<file path="src/rtl/f2i_share_arb_if.sv">
// f2i_share_arb_if
//   Handshake bundle between the requesters/consumer and f2i_share_arb.
//   slave  : the arbiter side (takes requests, produces results)
//   master : the environment side (requesters plus result consumer)
// Signals
//   req_valid [NREQ]    per-requester operand valid
//   req_data  [NREQ*W]  operands, slice i = req_data[i*W +: W]
//   req_ready [NREQ]    one-hot grant/accept strobe
//   out_valid           result valid
//   out_data  [W]       signed integer result
//   out_id    [IW]      requester that owns out_data
//   out_ready           consumer accepts result
interface f2i_share_arb_if #(
    parameter int MAN  = 23,
    parameter int EXP  = 8,
    parameter int NREQ = 4
);
    localparam int W  = MAN + EXP + 1;
    localparam int IW = $clog2(NREQ);

    logic [NREQ-1:0]   req_valid;
    logic [NREQ*W-1:0] req_data;
    logic [NREQ-1:0]   req_ready;
    logic              out_valid;
    logic [W-1:0]      out_data;
    logic [IW-1:0]     out_id;
    logic              out_ready;

    modport slave (
        input  req_valid, req_data, out_ready,
        output req_ready, out_valid, out_data, out_id
    );

    modport master (
        output req_valid, req_data, out_ready,
        input  req_ready, out_valid, out_data, out_id
    );
endinterface

</file>
<file path="src/rtl/f2i_share_arb.sv">
// f2i_share_arb
//   Shares one float-to-integer converter among NREQ requesters with
//   round-robin arbitration. One operand is captured, converted in a
//   registered stage, and the tagged result is held until accepted.
// Ports
//   clk  : clock, rising edge
//   rst  : synchronous reset, active-high
//   bus  : f2i_share_arb_if.slave (request valid/data/ready, result
//          valid/data/id/ready)
//
//   state | meaning
//   ------+-----------------------------------------------------------
//   IDLE  | waiting for a request; grants one combinationally
//   BUSY  | converting the captured operand into out_data/out_id
//   DONE  | result held until out_ready; no grants
module f2i_share_arb #(
    parameter int MAN  = 23,
    parameter int EXP  = 8,
    parameter int NREQ = 4
) (
    input  logic            clk,
    input  logic            rst,
    f2i_share_arb_if.slave  bus
);
    localparam int W  = MAN + EXP + 1;
    localparam int IW = $clog2(NREQ);

    localparam logic [1:0] S_IDLE = 2'd0;
    localparam logic [1:0] S_BUSY = 2'd1;
    localparam logic [1:0] S_DONE = 2'd2;

    logic [1:0]      state;
    logic [IW-1:0]   ptr;
    logic [W-1:0]    op;
    logic [IW-1:0]   op_id;
    logic            out_valid_q;
    logic [W-1:0]    out_data_q;
    logic [IW-1:0]   out_id_q;

    // Round-robin search starting just after the last grant.
    logic            found;
    logic [IW-1:0]   gnt;
    logic [NREQ-1:0] ready_vec;

    always_comb begin
        int tmp;
        logic [IW-1:0] cand;
        found = 1'b0;
        gnt   = '0;
        for (int k = 1; k <= NREQ; k++) begin
            tmp = int'(ptr) + k;
            if (tmp >= NREQ) tmp = tmp - NREQ;
            cand = IW'(tmp);
            if (!found && bus.req_valid[cand]) begin
                found = 1'b1;
                gnt   = cand;
            end
        end
        ready_vec = '0;
        if (!rst && state == S_IDLE && found) ready_vec[gnt] = 1'b1;
    end

    assign bus.req_ready = ready_vec;
    assign bus.out_valid = out_valid_q;
    assign bus.out_data  = out_data_q;
    assign bus.out_id    = out_id_q;

    // Conversion of the captured word. The right-shift amount needs EXP+1
    // bits so that e = 100..0 becomes a shift of 2^(EXP-1).
    logic                cv_s;
    logic [EXP-1:0]      cv_e;
    logic [MAN-1:0]      cv_m;
    logic [MAN:0]        mag;
    logic [MAN:0]        sm;
    logic signed [W-1:0] smx;
    logic [EXP:0]        rsh;
    logic [W-1:0]        conv;

    always_comb begin
        cv_s = op[W-1];
        cv_e = op[W-2:MAN];
        cv_m = op[MAN-1:0];
        mag  = {1'b0, cv_m};
        sm   = cv_s ? -mag : mag;
        smx  = {{EXP{sm[MAN]}}, sm};
        rsh  = {1'b0, ~cv_e} + {{EXP{1'b0}}, 1'b1};
        if (cv_e[EXP-1]) conv = smx >>> rsh;
        else             conv = smx << cv_e;
    end

    always_ff @(posedge clk) begin
        if (rst) begin
            state       <= S_IDLE;
            ptr         <= IW'(NREQ - 1);
            op          <= '0;
            op_id       <= '0;
            out_valid_q <= 1'b0;
            out_data_q  <= '0;
            out_id_q    <= '0;
        end else begin
            case (state)
                S_IDLE: begin
                    if (found) begin
                        op    <= bus.req_data[gnt*W +: W];
                        op_id <= gnt;
                        ptr   <= gnt;
                        state <= S_BUSY;
                    end
                end
                S_BUSY: begin
                    out_data_q  <= conv;
                    out_id_q    <= op_id;
                    out_valid_q <= 1'b1;
                    state       <= S_DONE;
                end
                S_DONE: begin
                    if (bus.out_ready) begin
                        out_valid_q <= 1'b0;
                        state       <= S_IDLE;
                    end
                end
                default: state <= S_IDLE;
            endcase
        end
    end
endmodule

</file>
<file path="src/flat_wrapper.sv">
// flat-port wrapper written by rule: the top's interface ports become plain ports
module f2i_share_arb_flat 
#(
    parameter int MAN  = 23,
    parameter int EXP  = 8,
    parameter int NREQ = 4
)
  (clk, rst, bus_req_valid, bus_req_data, bus_out_ready, bus_req_ready, bus_out_valid, bus_out_data, bus_out_id);
  f2i_share_arb_if #(.MAN(MAN), .EXP(EXP), .NREQ(NREQ)) bus_i ();
  input  logic clk;
  input  logic rst;
  input wire logic [$bits(bus_i.req_valid)-1:0] bus_req_valid;
  input wire logic [$bits(bus_i.req_data)-1:0] bus_req_data;
  input wire logic [$bits(bus_i.out_ready)-1:0] bus_out_ready;
  output wire logic [$bits(bus_i.req_ready)-1:0] bus_req_ready;
  output wire logic [$bits(bus_i.out_valid)-1:0] bus_out_valid;
  output wire logic [$bits(bus_i.out_data)-1:0] bus_out_data;
  output wire logic [$bits(bus_i.out_id)-1:0] bus_out_id;
  assign bus_i.req_valid = bus_req_valid;
  assign bus_i.req_data = bus_req_data;
  assign bus_i.out_ready = bus_out_ready;
  assign bus_req_ready = bus_i.req_ready;
  assign bus_out_valid = bus_i.out_valid;
  assign bus_out_data = bus_i.out_data;
  assign bus_out_id = bus_i.out_id;
  f2i_share_arb #(.MAN(MAN), .EXP(EXP), .NREQ(NREQ)) u_core (.clk(clk), .rst(rst), .bus(bus_i));
endmodule
</file>
<file path="config.mk">
export PLATFORM = sky130hd
export DESIGN_NAME = f2i_share_arb_flat
export DESIGN_NICKNAME = d
export VERILOG_FILES = /design/src/rtl/f2i_share_arb_if.sv /design/src/rtl/f2i_share_arb.sv /design/src/flat_wrapper.sv
export SDC_FILE = /design/constraint.sdc
export NUM_CORES = 1
export LEC_CHECK = 0
export CORE_MARGIN = 3
export CORE_UTILIZATION = 40
export DETAILED_ROUTE_END_ITERATION = 7
export PLACE_DENSITY = 0.64
export SYNTH_ARGS = -nofsm -noshare
export SYNTH_HDL_FRONTEND = slang
export SYNTH_SLANG_ARGS = --single-unit
</file>
<file path="constraint.sdc">
create_clock -name clk -period 11 [get_ports clk]
set_input_delay 1.1 -clock clk [delete_from_list [all_inputs] [get_ports clk]]
set_output_delay 1.1 -clock clk [all_outputs]
set_load 0.01 [all_outputs]
</file>
==> impl_metrics.yaml, run 1 <==
sta:
  tightest_slew_ps: 1120
  fin_tns_setup_ps: 0
  hold_viol: 0
  fin_crit_sh_pct: 41.6
  slew_headroom_pct: 25.0
  rsz0062_at_grt: "no"
  finClkSkew_ps: 8.40
  fmax_mhz: 218
  finalCriticalPeriod_ps: 4580
  report.final.slew_viol_count: 0
  finalSetupViolations: 0
clocking:
  cts_root_buf: "clkbuf_16"
  postCtsSetupRepairBufs: 0
  hold_buffers: 0
  cts_tree: "yes"
  worstSkewPairLatency_ps: 350
  cts_buffer_depth: 2
  cts.sinks: 73
  htreeDepth: 3
  cts.clk_slew.worst_paths_ps: 60
  post_cts_resize_count: 0
  cts_inserted_buffers: 9
cells_and_area:
  num_antenna_cells: 0
  final_area_sq_um: 10800
  drive_above_1_share_pct: 7.18
  register_area_sq_um: 1460
  final.fill_count: 2103
  layout.nets: 1511
  area_growth_syn_to_layout_pct: 24.1
  multi_input_area_sq_um: 6660
synth:
  syn_inst: 1297
  yosysWarnings: 0
  yosysSeqAreaShare_pct: 16.9
  synth_area_sq_um: 8660
  synth_nets: 1434
  ys_ff_latch: 73
  ys_dominant_reg_cell: "dfxtp_1"
  synth_edf_count: 0
  ys_async_sr_fraction_pct: 0
  synth.avg_cell_area_sq_um: 6.68
  yosysUniqueCellTypes: 92
die:
  die_h_microns: 153
  die_w_microns: 153
  fp-row-count: 53
  ios: 174
  core_sq_um: 21200
  die-area_sq_um: 23500
  start_util_pct: 41.0
detailed_routing:
  via_count: 10600
  firstDrtPassIters: 6
  drcViolationCount: 0
  avgRoutedWirePerCell_microns: 21.3
  viasPerCell: 6.41
  drt_wl_total_mm: 35.2
  first_iter_violations: 1388
  postRouteAntennaNets: 0
placed_design:
  dp_hpwl_mm: 26.2
  port_buffers: 173
  routabilityCongestion: 1.00
  placed_area_sq_um: 10400
worst_setup_path:
  cp_data_arrival_time_ps: 3480
  critPathKind: "in -> out"
  cp_cell_sequence: "clkdlybuf4s50_1, nor2b_1, a21oi_1, o221a_2, buf_4, nor4_1, clkdlybuf4s50_1"
  critical_path_buf_inv_count: 3
  crit_slowest_cell: "clkdlybuf4s50_1"
  critPathRequiredTime_ps: 9900
  critPathLaunchType: "input port"
  critPathCaptureType: "primary output"
  crit_family: "buffers and inverters"
  crit_fanout: 66
  crit_top_cell: "clkdlybuf4s50_1"
  slowest_delay_ps: 580
outcome:
  status: "finished, final reports clean"
power:
  power.leakage_nw: 3.96
  powerDensity_nw_per_um2: 182
  ir_drop_mv: 0.0957
global_routing:
  grt_usage_pct: 28.3
  grt_max_degree: 81
  grt_pass1_wl_mm: 54.3
  antenna_found_initial: 0
  grt_remaining_overflow: 0
  grt_pass1_vias: 9752
worst_hold_path:
  holdCritPathClass: "reg -> reg"
flow_run:
  cap_violations: 0
per-layer routing:
metal,routed length (microns),global-route usage (%),part of all wire [%],vias up
li1,-,-,-,4998
met1,14400,37.7,41,4883
met2,15700,44.8,45,619
met3,3500,5.86,10,101
met4,1500,11.4,4.3,0
met5,0,0,0,-
per-stage QoR:
stage	std cells	worst slack, ps	hold WS, ps	total power [mW]	util (%)
6_report	1654	6420	458	1.95	50.8
5_1_grt	1654	6330	486	2.07	50.8
4_1_cts	1654	6410	460	1.92	50.8
3_5_place_dp	1638	6410	450	1.60	49.3
3_3_place_gp	1638	6470	444	1.60	49.3
2_1_floorplan	1297	7200	432	1.20	-
kinds of logic (layout without fill, tap and decap cells):
| group | Yosys count | count (layout) | synth area share, % |
|---|---|---|---|
| AO/OA/AOI/OAI | 419 | 419 | 34.3 |
| XOR/XNOR | 34 | 34 | 3.52 |
| adder cells (fa/ha/maj) | 2 | 2 | 0.289 |
| buffers and inverters | 148 | 230 | 6.63 |
| flip-flops | 73 | 73 | 16.9 |
| multiplexers | 50 | 50 | 7.57 |
| AND/OR/NAND/NOR | 571 | 571 | 30.8 |
cell usage in the layout (no fill, tap or decap), types with 10 or more instances in the layout:
cell type and instances:
o211ai_1 16, and3_1 42, a211o_1 10, nor3_1 34, clkdlybuf4s50_1 172, inv_1 13, xor2_1 13, a211oi_1 23
mux4_2 11, a221oi_1 11, o31ai_1 10, mux2i_1 28, dfxtp_1 72, nand2_1 220, xnor2_1 20, mux2_2 10
nor2b_1 11, nor2_1 162, o21ai_0 58, a31oi_1 23, o22ai_1 13, buf_4 24, a21oi_1 92, nand3_1 25
a311oi_1 41
sequential cells by signal, summed over array words and instances (netlist names):
| name | count |
|---|---|
| u_core.state | 2 |
| u_core.bus.out_valid | 1 |
| u_core.bus.out_id | 2 |
| u_core.bus.out_data | 32 |
| u_core.op | 32 |
| u_core.op_id | 2 |
| u_core.ptr | 2 |
cell usage after synthesis (7+ instances only):
master	number	area, sq um
or2_2	8	50.1
o221ai_1	8	70.1
a211o_1	10	87.6
nand2_1	220	826
a221oi_1	11	96.3
a22o_1	8	70.1
nor2_1	162	608
mux2_2	10	113
xnor2_1	20	175
mux2i_1	28	280
a21oi_1	92	460
dfxtp_1	73	1460
or4_1	8	60.1
inv_1	13	48.8
o41ai_1	7	61.3
buf_2	15	75.1
nor4_1	9	56.3
o31ai_1	10	75.1
a31oi_1	23	144
xor2_1	13	114
clkbuf_1	101	379
o211ai_1	16	120
a211oi_1	23	173
a311oi_1	41	359
o21ai_1	7	35.0
mux4_2	11	248
o21ai_0	58	290
o22ai_1	13	81.3
or3_1	8	50.1
nor3_1	34	170
nor2b_1	12	75.1
buf_1	15	56.3
and3_1	42	263
nand3_1	25	125
tightest hold or removal path, cell delays in order, from the launching register on:
cell and delay [ps]:
dfxtp_1 310, nand2_1 50, a21oi_1 50
power breakdown:
part           internal, mW  total, mW  switching (mW)
sequential            0.305      0.377          0.0721
combinational         0.453       1.25           0.801
clock                 0.199      0.323           0.123
total                 0.958       1.95           0.996
path summary, 6_finish.rpt:
kind	slack (ps)	end	from	cells past startpoint
setup / recovery	6420	bus_req_ready[1]	bus_req_valid[1]	7
hold / removal	460	u_core.bus.out_id[0]	u_core.bus.out_id[0]	2
setup reg to reg	6810	u_core.bus.out_data[1]	u_core.op[24]	11
hold reg to reg	460	u_core.bus.out_id[0]	u_core.bus.out_id[0]	2
final cells by class:
cell class | count | area share (%)
multi-input cells | 1076 | 61.9
well taps | 275 | 3.20
clock buffers | 10 | 2.13
repair buffers | 197 | 17.7
inverters | 17 | 0.594
flip-flops and latches | 73 | 13.6
clock inverters | 6 | 0.838
No activity file was read; power rests on OpenSTA's default activity.
==> run 2, diff against run 1 <==
==> constraint.sdc (replaced) <==
create_clock -name clk -period 4.6 [get_ports clk]
set_input_delay 0.46 -clock clk [delete_from_list [all_inputs] [get_ports clk]]
set_output_delay 0.46 -clock clk [all_outputs]
set_load 0.01 [all_outputs]
==> impl_metrics.yaml, run 2 (same netlist as run 1, synthesis figures left out) <==
die:
  die_h_microns: 153
  start_util_pct: 41.0
  ios: 174
  fp-row-count: 53
  die_w_microns: 153
  die-area_sq_um: 23500
  core_sq_um: 21200
sta:
  fin_tns_setup_ps: 0
  hold_viol: 0
  report.final.slew_viol_count: 0
  finalSetupViolations: 0
  tightest_slew_ps: 927
  rsz0062_at_grt: "no"
  fmax_mhz: 239
  fin_crit_sh_pct: 90.8
  finalCriticalPeriod_ps: 4180
  setup_slack_ps: 423
  finClkSkew_ps: 13.3
  slew_headroom_pct: 37.4
detailed_routing:
  viasPerCell: 6.50
  firstDrtPassIters: 6
  wl_met1_mm: 15.3
  drt_wl_total_mm: 37.9
  via_count: 10900
  drcViolationCount: 0
  highest_layer: "met4"
  first_iter_violations: 1553
  met2_length_mm: 17.1
  avgRoutedWirePerCell_microns: 22.6
  postRouteAntennaNets: 0
  wl_met3_mm: 3.61
cells_and_area:
  area_growth_syn_to_layout_pct: 25.4
  layout_commonest_cell: "nand2_1"
  fin_cells: 1674
  mostFrequentLayoutCells: "nand2_1 (220), clkdlybuf4s50_1 (172), nor2_1 (162)"
  register_area_sq_um: 1460
  multi_input_area_sq_um: 6660
  final.fill_count: 2178
  num_antenna_cells: 0
  drive_above_1_share_pct: 8.58
  layout.nets: 1531
worst_setup_path:
  crit_family: "compound AO/OA/AOI/OAI gates"
  critPathCaptureType: "flop"
  crit_fanout: 14
  cp_data_arrival_time_ps: 4410
  r2r-end: "u_core.bus.out_data[15]"
  critPathLaunchType: "flop"
  critical_path_buf_inv_count: 1
  slowest_delay_ps: 760
  critPathKind: "reg -> reg"
  reg2reg_setup_slack_ps: 420
  critPathRequiredTime_ps: 4830
  crit_slowest_cell: "or4b_1"
  rr_startpoint: "u_core.op[0]"
  cp_cell_sequence: "inv_1, ha_1, or4b_1, o21ai_0, xor2_1, mux2_2, mux2i_1, and3_1, a211o_1, a221oi_1, nor3_1"
  ff2ff_path_depth: 11
global_routing:
  grt_pass1_vias: 10000
  grt_usage_pct: 30.5
  grt_remaining_overflow: 0
  antenna_found_initial: 0
  grt_max_degree: 80
  grt_pass1_wl_mm: 57.8
clocking:
  cts.sinks: 73
  cts_tree: "yes"
  cts.clk_slew.worst_paths_ps: 70
  htreeDepth: 3
  cts_root_buf: "clkbuf_16"
  hold_buffers: 0
  cts_buffer_depth: 2
  cts_inserted_buffers: 9
  worstSkewPairLatency_ps: 370
  post_cts_resize_count: 0
  postCtsSetupRepairBufs: 0
flow_run:
  cap_violations: 0
placed_design:
  place_inst: 1658
  dp_slack_ps: 553
  dp_hpwl_mm: 28.8
  routabilityCongestion: 1.01
  port_buffers: 173
outcome:
  status: "finished, final reports clean"
worst_hold_path:
  hold_depth: 2
  holdCritPathClass: "reg -> reg"
  min_from: "u_core.op_id[0]"
  hold_end: "u_core.bus.out_id[0]"
power:
  powerDensity_nw_per_um2: 437
  ir_drop_mv: 0.178
  power.leakage_nw: 4.03
## run 2: how the worst max path moves through the flow
stage | startpoint | to | slack [ps] | depth (start not counted)
after global routing | u_core.op[0] | u_core.bus.out_data[15] | 140 | 11
final | u_core.op[0] | u_core.bus.out_data[15] | 420 | 11
after floorplan | u_core.op[24] | u_core.bus.out_data[2] | 800 | 13
after CTS | u_core.op[0] | u_core.bus.out_data[15] | 540 | 11
after detailed placement | u_core.op[0] | u_core.bus.out_data[15] | 550 | 11
after global placement | u_core.op[0] | u_core.bus.out_data[15] | 620 | 11
## run 2: where the power goes
part	switching, mW	internal (mW)	total (mW)
Sequential	0.166	0.729	0.895
Clock	0.338	0.375	0.714
Combinational	2.00	1.14	3.14
## run 2: per-layer routing
| layer | GRT usage, % | vias up |
|---|---|---|
| li1 | - | 5053 |
| met1 | 39.7 | 5063 |
| met2 | 48.9 | 648 |
| met3 | 6.48 | 119 |
| met4 | 13.3 | 0 |
| met5 | 0 | - |
## run 2: metrics by stage
stage | hold WS (ps) | cell area, sq um | util [%] | power (mW)
after floorplan | 432 | 8660 | - | 2.88
final | 450 | 10900 | 51.4 | 4.75
after global placement | 448 | 10600 | 50.0 | 3.95
after global routing | 477 | 10900 | 51.4 | 4.99
after detailed placement | 447 | 10600 | 50.0 | 3.94
after CTS | 456 | 10900 | 51.4 | 4.66
## run 2: cell type report
class                      count  area share (%)
multi-input combinational   1076            61.2
timing repair buffer         217            18.9
clock buffer                   9            2.07
tap                          275            3.17
inverter                      17           0.587
sequential                    73            13.5
clock inverter                 7           0.553
## run 2: worst register-to-register path, cell delays in order (launching register included)
cell and delay [ps]:
dfxtp_1 400, inv_1 120, ha_1 240, or4b_1 760, o21ai_0 320, xor2_1 540, mux2_2 270, mux2i_1 210
and3_1 270, a211o_1 330, a221oi_1 500, nor3_1 100
